[config.mk]
export PLATFORM = sky130hd
export DESIGN_NAME = key_pulse_debouncer
export DESIGN_NICKNAME = d
export VERILOG_FILES = /design/src/rtl/key_pulse_debouncer.sv
export SDC_FILE = /design/constraint.sdc
export NUM_CORES = 1
export LEC_CHECK = 0
export ABC_AREA = 1
export CAP_MARGIN = 10
export CELL_PAD_IN_SITES_DETAIL_PLACEMENT = 1
export CELL_PAD_IN_SITES_GLOBAL_PLACEMENT = 1
export CORE_MARGIN = 2
export CORE_UTILIZATION = 25
export DETAILED_ROUTE_END_ITERATION = 16
export GPL_ROUTABILITY_DRIVEN = 1
export PLACE_DENSITY_LB_ADDON = 0.1
export SYNTH_ARGS = -nofsm -noshare
export SYNTH_HDL_FRONTEND = slang
export SYNTH_SLANG_ARGS = --single-unit
[constraint.sdc]
create_clock -name clk -period 4.1 [get_ports clk]
set_input_delay 0.82 -clock clk [delete_from_list [all_inputs] [get_ports clk]]
set_output_delay 0.82 -clock clk [all_outputs]
set_load 0.01 [all_outputs]
[src/rtl/key_pulse_debouncer.sv]
// rtl/key_pulse_debouncer.sv - push-button synchroniser, debouncer and press/release pulse generator
module key_pulse_debouncer #(
  parameter int unsigned DEBOUNCE_CYCLES = 250000,
  parameter bit          ACTIVE_LOW      = 1'b1
) (
  input  logic clk,
  input  logic rst,
  input  logic key_raw,
  output logic key_level,
  output logic press_pulse,
  output logic release_pulse
);

  localparam int unsigned    CW      = $clog2(DEBOUNCE_CYCLES + 1);
  localparam logic [CW-1:0]  CNT_MAX = CW'(DEBOUNCE_CYCLES);
  localparam logic [CW-1:0]  CNT_ONE = CW'(1);
  // Level the synchroniser holds while the button is not pressed.
  localparam logic           REL_LVL = ACTIVE_LOW ? 1'b1 : 1'b0;

  typedef enum logic [1:0] {
    IDLE         = 2'd0,
    PRESS_WAIT   = 2'd1,
    HELD         = 2'd2,
    RELEASE_WAIT = 2'd3
  } state_t;

  state_t        state_q;
  logic [CW-1:0] cnt_q;
  logic          s1_q;
  logic          s2_q;
  logic          pressed;

  // Only the second synchroniser stage is ever looked at by the FSM.
  assign pressed = ACTIVE_LOW ? ~s2_q : s2_q;

  // Two-flop synchroniser; resets to the released level so no false press appears.
  always_ff @(posedge clk or posedge rst) begin
    if (rst) begin
      s1_q <= REL_LVL;
      s2_q <= REL_LVL;
    end else begin
      s1_q <= key_raw;
      s2_q <= s1_q;
    end
  end

  // Debounce FSM: any opposite sample in a WAIT state restarts qualification.
  always_ff @(posedge clk or posedge rst) begin
    if (rst) begin
      state_q       <= IDLE;
      cnt_q         <= '0;
      key_level     <= 1'b0;
      press_pulse   <= 1'b0;
      release_pulse <= 1'b0;
    end else begin
      press_pulse   <= 1'b0;
      release_pulse <= 1'b0;
      case (state_q)
        IDLE: begin
          if (pressed) begin
            state_q <= PRESS_WAIT;
            cnt_q   <= CNT_ONE;
          end
        end
        PRESS_WAIT: begin
          if (!pressed) begin
            state_q <= IDLE;
            cnt_q   <= '0;
          end else if (cnt_q == CNT_MAX) begin
            state_q     <= HELD;
            cnt_q       <= '0;
            press_pulse <= 1'b1;
            key_level   <= 1'b1;
          end else begin
            cnt_q <= cnt_q + CNT_ONE;
          end
        end
        HELD: begin
          if (!pressed) begin
            state_q <= RELEASE_WAIT;
            cnt_q   <= CNT_ONE;
          end
        end
        RELEASE_WAIT: begin
          if (pressed) begin
            state_q <= HELD;
            cnt_q   <= '0;
          end else if (cnt_q == CNT_MAX) begin
            state_q       <= IDLE;
            cnt_q         <= '0;
            release_pulse <= 1'b1;
            key_level     <= 1'b0;
          end else begin
            cnt_q <= cnt_q + CNT_ONE;
          end
        end
        default: begin
          state_q <= IDLE;
          cnt_q   <= '0;
        end
      endcase
    end
  end

endmodule

==> flow_metrics.tcl <==
set metrics [dict create \
    initial_core_util_pct 26.0 \
    clk_latency_ns 0.27 \
    cts_tree "built" \
    fin_crit_sh_pct 48.6 \
    antenna_found_initial 0 \
    syn-num-nets 191 \
    synth_area_um2 1440 \
    core_area_um2 5540 \
    dominantRegCellSynth "dfrtp_1" \
    ys_async_sr_fraction_pct 100 \
    hold_path_class "flop to flop" \
    hold_viol_final 0 \
    cap_violations 0 \
    finalMaxSlewViolations 0 \
    grt_usage_pct 13.4 \
    synth-seq-area-share_pct 43.7 \
    wl_per_cell_um 14.2 \
    rsz0062_at_grt "no" \
    postRouteAntennaNets 0 \
    die_w_um 79.9 \
    worst_clock_skew_ns 0.00932 \
    leakagePower_nw 0.639 \
    crit_chain "clkdlybuf4s50_1" \
    pwr_density_cell_nw_per_um2 389 \
    flow.area_growth_from_synthesis_pct 12.9 \
    fmax_mhz 502 \
    dp_slack_ns 1.93 \
    criticalPathCategory "flop to output port" \
    setup_violations 0 \
    synth_area_per_cell_um2 7.74 \
    drc 0 \
    crit_slowest_cell "clkdlybuf4s50_1" \
    place_hpwl_um 2820 \
    grt_pass1_vias 1351 \
    place_congestion 0.764 \
    worst_pin_slew_ns 1.02 \
    yosys.area.top_type "dfrtp_1" \
    required_ns 3.28 \
    synth_cells 186 \
    cts.sinks 25 \
    die_height_um 79.9 \
    clk_pin_slew_worst_paths_ns 0.10 \
    io_pins 6 \
    startpoint_type "flop" \
    tns_ns 0 \
    diodes 0 \
    crit_path_end_kind "output port" \
    drtPass1Iterations 4 \
    grt_start_max_net_pins 26 \
    nets 201 \
    synth_area_leaders "dfrtp_1 40%, nand2_1 13%, nor2_1 6.0%" \
    yosys_warnings 0 \
    hold_path_depth 0 \
    fp.dieArea_um2 6380 \
    post_cts_resized 0 \
    cp_max_fo 2 \
    grt_pass1_wl_um 6640 \
    postRouteWirelength_um 3790 \
    ir_worst_vdd_uv 188 \
    max_stage_delay_ns 0.54 \
    cp.depth 1 \
    status "finished clean" \
    ys_ff_latch 25 \
    yosysMostFrequentCell "nand2_1" \
    ctsHoldBuffers 0 \
    period_needed_ns 1.99 \
    vias_per_cell 4.54 \
    ys_top_cells_by_count "48 x nand2_1, 23 x dfrtp_1, 23 x nor2_1" \
    cts-root-buf "clkbuf_8" \
    io_buffers 5 \
    drtIter0Drc 34 \
    layout-drive-gt1-share_pct 12.3 \
    fin_ws_ns 2.11 \
    grt_overflow_total 0 \
    clk_path_buf_depth 2 \
    slew_headroom_pct 31.8 \
    synth.distinct_cells 26 \
    reg2reg_setup_slack_ns 2.48 \
    cp_data_arrival_time_ns 1.17 \
    worstRegToRegCells 8 \
    post_cts_buffers 0 \
    synth_edf_count 0 \
    fp-row-count 27 \
    cts_buffers 3 \
    path_delay_family "buffers and inverters" \
    synth_top_area_share_pct 40.0 \
    vias 1212 \
    crit_buf_inv 1 \
    htree_levels 1 \
]
## cell families (layout without fill, tap and decap cells)
kind of cell / after synthesis / after routing / share of synthesized area (%)
simple gates: 104 / 104 / 34.5
fa+ha+maj: 2 / 2 / 1.74
flops: 25 / 25 / 43.7
compound gates: 28 / 28 / 11.3
buf+inv: 22 / 31 / 5.74
xor+xnor: 5 / 5 / 3.04
## layout by cell type (no fill, tap or decap), drive strengths merged
cell type and count:
a31oi 1, clkbuf 4, a21oi 9, xnor2 1
clkdlybuf4s50 5, ha 2, nor3 1, clkinv 1
nor2 30, xor2 4, o22ai 5, dfrtp 23
nor4 1, nand4 4, inv 21, nand2 56
o21ai 13, dfstp 2, nand3 12
## per-layer routing
layer  track usage (%)  vias up  routed length (um)
li1                  -      614                   -
met1              17.6      588                1860
met2              23.7        8                1850
met3              1.70        2                  54
met4              2.54        0                  19
met5                 0        -                   0
## final timing paths
path                       startpoint   endpoint
setup reg to reg             cnt_q[0]  cnt_q[16]
hold / removal                   s1_q       s2_q
min in group asynchronous         rst  cnt_q[15]
setup / recovery            key_level  key_level
max in group asynchronous         rst   cnt_q[5]
hold reg to reg                  s1_q       s2_q
## power by group
part	switching, mW	internal (mW)	leakage [nW]	total [mW]
Sequential	0.0232	0.267	0.337	0.290
Clock	0.0856	0.0697	0.0228	0.155
Combinational	0.134	0.0525	0.279	0.186
Total	0.243	0.389	0.639	0.632
## area by class of cell
class | count | area [um^2]
Clock buffer | 4 | 45.0
Fill cell | 695 | 3920
Multi-Input combinational cell | 139 | 728
Inverter | 22 | 82.6
Sequential cell | 25 | 628
Timing Repair Buffer | 5 | 50.0
Tap cell | 72 | 90.1
## stage by stage
step	total power, mW	cell area (um^2)	std cells	hold slack (ns)	utilization (%)
floorplan	0.423	1440	186	0.345	-
global placement	0.481	1580	263	0.348	28.5
detailed placement	0.490	1580	263	0.347	28.5
CTS	0.649	1620	267	0.365	29.3
global route	0.686	1620	267	0.374	29.3
finish	0.632	1620	267	0.362	29.3
## state kept, by name (all words and copies together), names as in the netlist, named ones only
| name | count |
|---|---|
| key_level | 1 |
| release_pulse | 1 |
| s2_q | 1 |
| state_q | 1 |
| press_pulse | 1 |
| s1_q | 1 |
| cnt_q | 18 |
## worst register-to-register path, stage by stage (launching register included)
cell and delay (ns):
dfrtp_1 0.39, ha_1 0.20, nand2_1 0.10, nor2_2 0.19, nand3_1 0.18, nor2_2 0.23
nand3_1 0.10, nand2_1 0.08, a21oi_1 0.06
Note: power is estimated with default switching activity, not from simulation.
